===== src/rtl/shared_mem_arbiter_pkg.sv =====
// Shared types and constants for the shared memory data-port arbiter.
//   owner_e             : owner of the read that is in flight in the memory
//   STORE_WORD/NONE     : store-control codes driven for secondary accesses
//   WEN_WORD/NONE       : byte-enable patterns driven for secondary accesses
//   DEFAULT_BASE_OFFSET : default offset removed from every granted address
package shared_mem_arb_pkg;

  typedef enum logic [1:0] {
    OWN_NONE,
    OWN_CPU,
    OWN_RAS,
    OWN_DMA
  } owner_e;

  localparam logic [2:0] STORE_WORD = 3'b100;
  localparam logic [2:0] STORE_NONE = 3'b000;

  localparam logic [3:0] WEN_WORD = 4'b1111;
  localparam logic [3:0] WEN_NONE = 4'b0000;

  localparam logic [31:0] DEFAULT_BASE_OFFSET = 32'h0000_2000;

endpackage


===== src/rtl/shared_mem_arbiter_rr2.sv =====
// arb_rr2: two-way round-robin picker.
//   clk, rst : clock, synchronous active-high reset
//   req      : request vector, bit 0 = first requester, bit 1 = second
//   advance  : a grant from this picker was consumed this cycle
//   gnt      : one-hot pick (zero when nobody requests)
// The pointer names the requester that wins a tie. After a consumed grant
// it moves to the requester that was not granted. Reset points at bit 0.
module arb_rr2 (
  input  logic       clk,
  input  logic       rst,
  input  logic [1:0] req,
  input  logic       advance,
  output logic [1:0] gnt
);

  logic ptr_q;
  logic ptr_d;

  always_comb begin
    gnt = req;
    if (req == 2'b11) begin
      gnt = ptr_q ? 2'b10 : 2'b01;
    end
  end

  always_comb begin
    ptr_d = ptr_q;
    if (advance && (gnt != 2'b00)) begin
      // Bit 0 granted -> bit 1 wins the next tie, and vice versa.
      ptr_d = gnt[0];
    end
  end

  always_ff @(posedge clk) begin
    if (rst) begin
      ptr_q <= 1'b0;
    end else begin
      ptr_q <= ptr_d;
    end
  end

endmodule


===== src/rtl/shared_mem_arbiter.sv =====
// shared_mem_arbiter: arbitrates the single data port of the shared
// instruction/data memory between the CPU load/store path (priority), the
// RAS spill/fill engine and the UART/SPI DMA engine (round-robin between
// the two secondaries in CPU-idle cycles).
//   cpu_*  : CPU strobes, address, write data/enables/store control; read
//            data; cpu_hold stalls the CPU for one forced secondary grant
//   ras_*  : RAS request (rd/wr), address, write data; gnt pulse, rvalid,
//            read data (held between valid pulses)
//   dma_*  : same as RAS, for the DMA engine
//   mem_*  : memory port; mem_addr = granted address - BASE_OFFSET
//            (mod 2^AW); mem_dout arrives one cycle after the access
// Build option: define SHARED_MEM_STARVE_GUARD_EN to include the starvation
// counter and the forced grant that stalls the CPU via cpu_hold. Without it
// cpu_hold is tied low and secondaries wait for CPU-idle cycles.
module shared_mem_arbiter
  import shared_mem_arb_pkg::*;
#(
  parameter int unsigned     AW           = 32,
  parameter int unsigned     DW           = 32,
  parameter logic [AW-1:0]   BASE_OFFSET  = AW'(DEFAULT_BASE_OFFSET),
  parameter int unsigned     STARVE_LIMIT = 8
) (
  input  logic          clk,
  input  logic          rst,
  // CPU
  input  logic          cpu_rd,
  input  logic          cpu_wr,
  input  logic [AW-1:0] cpu_addr,
  input  logic [DW-1:0] cpu_din,
  input  logic [3:0]    cpu_wen,
  input  logic [2:0]    cpu_strctrl,
  output logic [DW-1:0] cpu_dout,
  output logic          cpu_hold,
  // RAS spill/fill engine
  input  logic          ras_req_rd,
  input  logic          ras_req_wr,
  input  logic [AW-1:0] ras_addr,
  input  logic [DW-1:0] ras_din,
  output logic          ras_gnt,
  output logic          ras_rvalid,
  output logic [DW-1:0] ras_dout,
  // DMA engine
  input  logic          dma_req_rd,
  input  logic          dma_req_wr,
  input  logic [AW-1:0] dma_addr,
  input  logic [DW-1:0] dma_din,
  output logic          dma_gnt,
  output logic          dma_rvalid,
  output logic [DW-1:0] dma_dout,
  // Memory port
  output logic          mem_en,
  output logic [3:0]    mem_wen,
  output logic [2:0]    mem_strctrl,
  output logic [AW-1:0] mem_addr,
  output logic [DW-1:0] mem_din,
  input  logic [DW-1:0] mem_dout
);

  if ((STARVE_LIMIT < 1) || (STARVE_LIMIT > 255)) begin : g_bad_starve_limit
    $error("shared_mem_arbiter: STARVE_LIMIT must be in 1..255");
  end

  logic       cpu_req;
  logic       ras_req;
  logic       dma_req;
  logic       sec_pending;
  logic       force_grant;
  logic       cpu_grant;
  logic       sec_grant;
  logic       ras_grant;
  logic       dma_grant;
  logic [1:0] rr_gnt;

  owner_e        owner_q;
  owner_e        owner_d;
  logic [DW-1:0] ras_data_q;
  logic [DW-1:0] dma_data_q;

  assign cpu_req     = cpu_rd | cpu_wr;
  assign ras_req     = ras_req_rd | ras_req_wr;
  assign dma_req     = dma_req_rd | dma_req_wr;
  assign sec_pending = ras_req | dma_req;

  arb_rr2 u_rr (
    .clk     (clk),
    .rst     (rst),
    .req     ({dma_req, ras_req}),
    .advance (sec_grant),
    .gnt     (rr_gnt)
  );

`ifdef SHARED_MEM_STARVE_GUARD_EN
  localparam logic [7:0] StarveMax = 8'(STARVE_LIMIT);

  logic [7:0] starve_q;
  logic [7:0] starve_d;

  // Forcing clears the counter, so the hold can never repeat next cycle.
  assign force_grant = cpu_req & sec_pending & (starve_q == StarveMax);

  always_comb begin
    starve_d = starve_q;
    if (!sec_pending || sec_grant) begin
      starve_d = 8'd0;
    end else if (starve_q != StarveMax) begin
      starve_d = starve_q + 8'd1;
    end
  end

  always_ff @(posedge clk) begin
    if (rst) begin
      starve_q <= 8'd0;
    end else begin
      starve_q <= starve_d;
    end
  end
`else
  assign force_grant = 1'b0;
`endif

  // Nothing is granted while reset is asserted, even mid-access.
  assign cpu_grant = ~rst & cpu_req & ~force_grant;
  assign sec_grant = ~rst & sec_pending & (~cpu_req | force_grant);
  assign ras_grant = sec_grant & rr_gnt[0];
  assign dma_grant = sec_grant & rr_gnt[1];

  assign cpu_hold = ~rst & force_grant;
  assign ras_gnt  = ras_grant;
  assign dma_gnt  = dma_grant;

  // Port mux and owner of the read issued this cycle.
  always_comb begin
    mem_en      = 1'b0;
    mem_wen     = WEN_NONE;
    mem_strctrl = STORE_NONE;
    mem_addr    = '0;
    mem_din     = '0;
    owner_d     = OWN_NONE;
    if (cpu_grant) begin
      mem_en   = 1'b1;
      mem_addr = cpu_addr - BASE_OFFSET;
      mem_din  = cpu_din;
      if (cpu_wr) begin
        mem_wen     = cpu_wen;
        mem_strctrl = cpu_strctrl;
      end
      if (cpu_rd) begin
        owner_d = OWN_CPU;
      end
    end else if (ras_grant) begin
      mem_en   = 1'b1;
      mem_addr = ras_addr - BASE_OFFSET;
      mem_din  = ras_din;
      if (ras_req_wr) begin
        mem_wen     = WEN_WORD;
        mem_strctrl = STORE_WORD;
      end else begin
        owner_d = OWN_RAS;
      end
    end else if (dma_grant) begin
      mem_en   = 1'b1;
      mem_addr = dma_addr - BASE_OFFSET;
      mem_din  = dma_din;
      if (dma_req_wr) begin
        mem_wen     = WEN_WORD;
        mem_strctrl = STORE_WORD;
      end else begin
        owner_d = OWN_DMA;
      end
    end
  end

  always_ff @(posedge clk) begin
    if (rst) begin
      owner_q <= OWN_NONE;
    end else begin
      owner_q <= owner_d;
    end
  end

  // A read still in flight when reset arrives is dropped silently.
  assign ras_rvalid = ~rst & (owner_q == OWN_RAS);
  assign dma_rvalid = ~rst & (owner_q == OWN_DMA);

  always_ff @(posedge clk) begin
    if (rst) begin
      ras_data_q <= '0;
      dma_data_q <= '0;
    end else begin
      if (ras_rvalid) begin
        ras_data_q <= mem_dout;
      end
      if (dma_rvalid) begin
        dma_data_q <= mem_dout;
      end
    end
  end

  assign cpu_dout = mem_dout;
  assign ras_dout = rst ? '0 : (ras_rvalid ? mem_dout : ras_data_q);
  assign dma_dout = rst ? '0 : (dma_rvalid ? mem_dout : dma_data_q);

endmodule


===== config.mk =====
export PLATFORM = sky130hd
export DESIGN_NAME = shared_mem_arbiter
export DESIGN_NICKNAME = d
export VERILOG_FILES = /design/src/rtl/shared_mem_arbiter_pkg.sv /design/src/rtl/shared_mem_arbiter_rr2.sv /design/src/rtl/shared_mem_arbiter.sv
export SDC_FILE = /design/constraint.sdc
export NUM_CORES = 1
export LEC_CHECK = 0
export BUFFER_PORTS_ARGS = -buffer_cell sky130_fd_sc_hd__buf_2
export CORE_AREA = 5 5 156 158
export DETAILED_ROUTE_END_ITERATION = 8
export DIE_AREA = 0 0 161 163
export SLEW_MARGIN = 20
export SYNTH_ARGS = -nofsm -noshare
export SYNTH_HDL_FRONTEND = slang
export SYNTH_HIERARCHICAL = 1
export SYNTH_SLANG_ARGS = --single-unit

===== constraint.sdc =====
create_clock -name clk -period 7.7 [get_ports clk]
set_input_delay 1.54 -clock clk [delete_from_list [all_inputs] [get_ports clk]]
set_output_delay 1.54 -clock clk [all_outputs]
set_load 0.01 [all_outputs]

## Word level (Yosys, flattened, before mapping)

Cells that the tools add are included.
Widths: inputs -> output; s select.

| word-level totals | value |
|---|---|
| ROM bits | 0 |
| RAM bits | 0 |
| output and inout port bits | 173 |
| latch bits | 0 |
| register bits | 67 |
| input bits | 239 |
| memories kept | 0 |

| cells by class | value |
|---|---|
| bitwise logic cells | 13 |
| divide/modulo/power cells | 0 |
| mux-type cells | 33 |
| magnitude comparators | 0 |
| reductions and logical operators | 2 |
| add/subtract/negate cells | 3 |
| eq/ne operators | 3 |
| shifts and indexed selects | 0 |
| multipliers | 0 |

Operators by type and width:

| operator | number |
|---|---|
| $mux 32 | 10 |
| $sub 32x14->32 const B | 3 |
| $mux 4 | 6 |
| $mux 3 | 6 |
| $mux 2 | 7 |
| $and 1x1->1 | 7 |
| $eq 2x2->1 const B | 3 |
| $mux 1 | 4 |
| $or 1x1->1 | 4 |
| $not 1->1 | 2 |
| $reduce_bool 2->1 | 1 |
| $logic_and 1x1->1 | 1 |

## Depth between registers and ports, before layout

| logic depth | value |
|---|---|
| word-level depth | 8 |
| mapped depth | 9 |
| depth with buffers taken out | 7 |

## Hierarchy

The synthesis kept the hierarchy.

Modules (own cells, without submodules):

| module | times used | area each (µm²) | cells an instance | seq. area each (µm²) |
|---|---|---|---|---|
| shared_mem_arbiter | 1 | 4648.2 | 688 | 1321.3 |
| arb_rr2 | 1 | 65.1 | 7 | 20.0 |

## Least setup slack after synthesis

OpenSTA, ideal clock, no wires.

| timing | value |
|---|---|
| kind | input to output |
| start | input port ras_addr[13] |
| end | output port mem_addr[23] |
| arrival time | 3.283 ns |
| buffers on the path | 0 |
| cell stages on the path | 7 |
| setup slack | 2.877 ns |
| cells stage by stage | inv_1 -> ha_1 -> nor4b_1 -> nand2_1 -> or3_1 -> xor2_1 -> o21ai_0 |

| between the ends | value |
|---|---|
| cells in the longest elaborated chain, start to end | 3 |

RTL lines:

| item | line | source |
|---|---|---|
| start, declared | shared_mem_arbiter.sv:37 | `input logic [AW-1:0] ras_addr,` |
| $sub 32x14->32 | shared_mem_arbiter.sv:152 | `mem_addr = ras_addr - BASE_OFFSET;` |
| $mux 32 | shared_mem_arbiter.sv:150 | `end else if (ras_grant) begin` |
| $mux 32 | shared_mem_arbiter.sv:139 | `if (cpu_grant) begin` |
| end, declared | shared_mem_arbiter.sv:54 | `output logic [AW-1:0] mem_addr,` |

No other way between the ends.

## Worst setup path after layout

| timing | value |
|---|---|
| start | input port dma_req_wr |
| end | output port mem_din[11] |

| between the ends | value |
|---|---|
| elaborated cells on any way between the ends | 11 |
| those cells by class | eq/ne: 1; mux: 4; bitwise: 6 |

RTL lines:

| item | line | source |
|---|---|---|
| start, declared | shared_mem_arbiter.sv:44 | `input logic dma_req_wr,` |
| $or 1x1->1 | shared_mem_arbiter.sv:81 | `assign dma_req = dma_req_rd \| dma_req_wr;` |
| via dma_req | shared_mem_arbiter.sv:65 | `logic dma_req;` |
| $eq 2x2->1 | shared_mem_arbiter_rr2.sv:21 | `if (req == 2'b11) begin` |
| $mux 2 | shared_mem_arbiter_rr2.sv:21 |  |
| via rr_gnt[0] | shared_mem_arbiter.sv:72 | `logic [1:0] rr_gnt;` |
| $and 1x1->1 | shared_mem_arbiter.sv:124 | `assign ras_grant = sec_grant & rr_gnt[0];` |
| $mux 32 | shared_mem_arbiter.sv:150 |  |
| $mux 32 | shared_mem_arbiter.sv:139 |  |
| end, declared | shared_mem_arbiter.sv:55 | `output logic [DW-1:0] mem_din,` |

The timed path passes the listed nets, and every way through them passes these cells.

==> reports/results.tsv <==
metric	value	unit
HP Class	reg -> reg	
Min Hold Slack	0.4533	ns
r2r setup slk	5.78	ns
Layout area overhead	49.72	%
Synth top area share	0.2846	
CTS Buf Count	9	
grt total ovfl	0	
Via Count	6288	
Placer Congestion	0.9162	
mapped cell area	4713	um2
Max-Cap Viols	0	
CTS Sinks	67	
Final Hold Fails	0	
Synth Flop Type	dfxtp_1	
final core occ	0.3071	
Rows	56	
final period utilization	0.7323	
hold path cells	2	
CTS hold repair buffers	0	
CP endpoint kind	primary output	
grt met1 use	0.2003	
PortBufs	410	
Seq cells post-synth	67	
DRT iter0 DRCs	426	
Routed WL	23010	um
syn_area_per_cell	6.782	um2
synth unique cells	50	
fin crit period	5.639	ns
number of synthesized flops with an enable pin	0	
sequential element share of the synthesized area	0.2846	
clk root buf	clkbuf_16	
Power Density	136.5	nW/um2
detailed placer's ending HPWL	18790	um
first-pass GRT wire length	33800	um
status	complete, no violations	
startpoint types	input pin	
crit-path max FO	58	
Slew headroom	0.3109	
core area	22980	um2
Clock transition at path regs	0.05	ns
antenna-violating nets left	0	
Worst-Skew Late Latency	0.32	ns
Total GRT Usage	0.1617	
skew final	0.005016	ns
most frequent cells in the layout	buf_2 (410), nand2_1 (234), a21oi_1 (70), dfxtp_1 (67), a22oi_1 (52)	
commonest non-fill, non-tap cell in the layout	buf_2	
setup_tns	0	ns
via/cell ratio	4.689	
Slew Viols, Final	0	
Die H	163	um
flip-flop and latch area	1341	um2
largest net degree at the start of global routing	72	
Final setup viols	0	
Critical Path RT	6.16	ns
Fill cells	2560	
RSZ-0062 raised after global routing	false	
ys async rst share	0	
static leakage	3.469	nW
io pins	412	
area leader, netlist	dfxtp_1	
CTS tree	built	
H-tree levels	3	
die span in x	161	um
Slew @ Worst Pin	1.034	ns
layout cell share with drive strength beyond 1	0.4237	
Placed Cells	1324	
vias in the first global route	5827	
# resized after CTS	0	
post-CTS setup buffers	0	
routed len/inst	17.16	um
Synth Warn #	6	
maximum vdd ir drop	0.0001129	V
initial core utilization	0.2051	
fmax	0.1773	GHz
initial antenna violation count	8	
Synth Instances	695	
final net count	1287	
Mapped Nets	937	
met2 usage	0.2788	
Multi-input gate area	2934	um2
largest cells by area after synthesis	dfxtp_1 (28%), nand2_1 (19%), a22oi_1 (8.3%)	
DRC	0	
DRT Pass-1 Iters	5	
clock buffer depth	2	
arrival time of the worst setup path	4.10	ns
DIE AREA	26240	um2
Worst R2R Path Depth	5	
worst setup path class	in -> out	
busiest grt layer	met2	
GR Util met3	0.04784	
Post-Layout Cell Count	1341	
[per-stage QoR]
step | total power [mW] | worst slack, ns | area (um2)
2_1_floorplan | 0.4687 | 2.877 | 4713
3_3_place_gp | 0.5982 | 2.147 | 6773
3_5_place_dp | 0.5982 | 2.075 | 6773
4_1_cts | 0.9819 | 2.063 | 7042
5_1_grt | 1.014 | 1.820 | 7054
6_report | 0.9632 | 2.061 | 7057
[cell usage after synthesis (8+ instances only)]
cell type,number
nand2_1,234
a21oi_1,70
dfxtp_1,67
a22oi_1,52
clkbuf_1,40
buf_4,33
xnor2_1,30
nor2_1,20
nor3_1,14
o21ai_0,13
xor2_1,12
inv_1,10
nand3_1,8
nor4_1,8
[path summary, 6_finish.rpt]
path                                      from        endpoint
worst max-delay path                dma_req_wr     mem_din[11]
worst min-delay path            dma_data_q[29]  dma_data_q[29]
worst max register to register      u_rr/ptr_q      owner_q[0]
worst min register to register  dma_data_q[29]  dma_data_q[29]
[flip-flops by register name, summed over array words and instances (netlist names)]
register and cells:
dma_data_q 32, owner_q 2, ras_data_q 32, u_rr/ptr_q 1
[power breakdown]
| group | internal [mW] | switching, mW |
|---|---|---|
| logic | 0.104 | 0.134 |
| clock network | 0.231 | 0.141 |
| registers | 0.351 | 0.00154 |
[kinds of logic after synthesis]
| family | share of synthesized area |
|---|---|
| other cells | 0.0007956 |
| fa+ha+maj | 0.007965 |
| compound gates | 0.2246 |
| buf+inv | 0.09689 |
| simple gates | 0.3071 |
| xor+xnor | 0.07805 |
| flops | 0.2846 |
[critical path, cell delays in order]
cell and delay (ns):
buf_2 0.12, or2_2 0.33, a21boi_0 0.45, nand2_2 0.26
inv_2 0.78, a22oi_1 0.30, nand2_1 0.13, buf_2 0.13
[metal layers]
metal / up-vias / part of all wire
met5: - / 0.0029
met2: 308 / 0.49
li1: 3045 / -
met4: 10 / 0.012
met3: 28 / 0.090
met1: 2897 / 0.40
[layout make-up]
class | count | area share
Sequential cell | 67 | 0.1901
Inverter | 10 | 0.005319
Clock buffer | 12 | 0.03635
Antenna cell | 3 | 0.001064
Clock inverter | 2 | 0.001773
Timing Repair Buffer | 417 | 0.2982
Multi-Input combinational cell | 540 | 0.4158
Tap cell | 290 | 0.05142
Power figures use the tool's default switching activity.
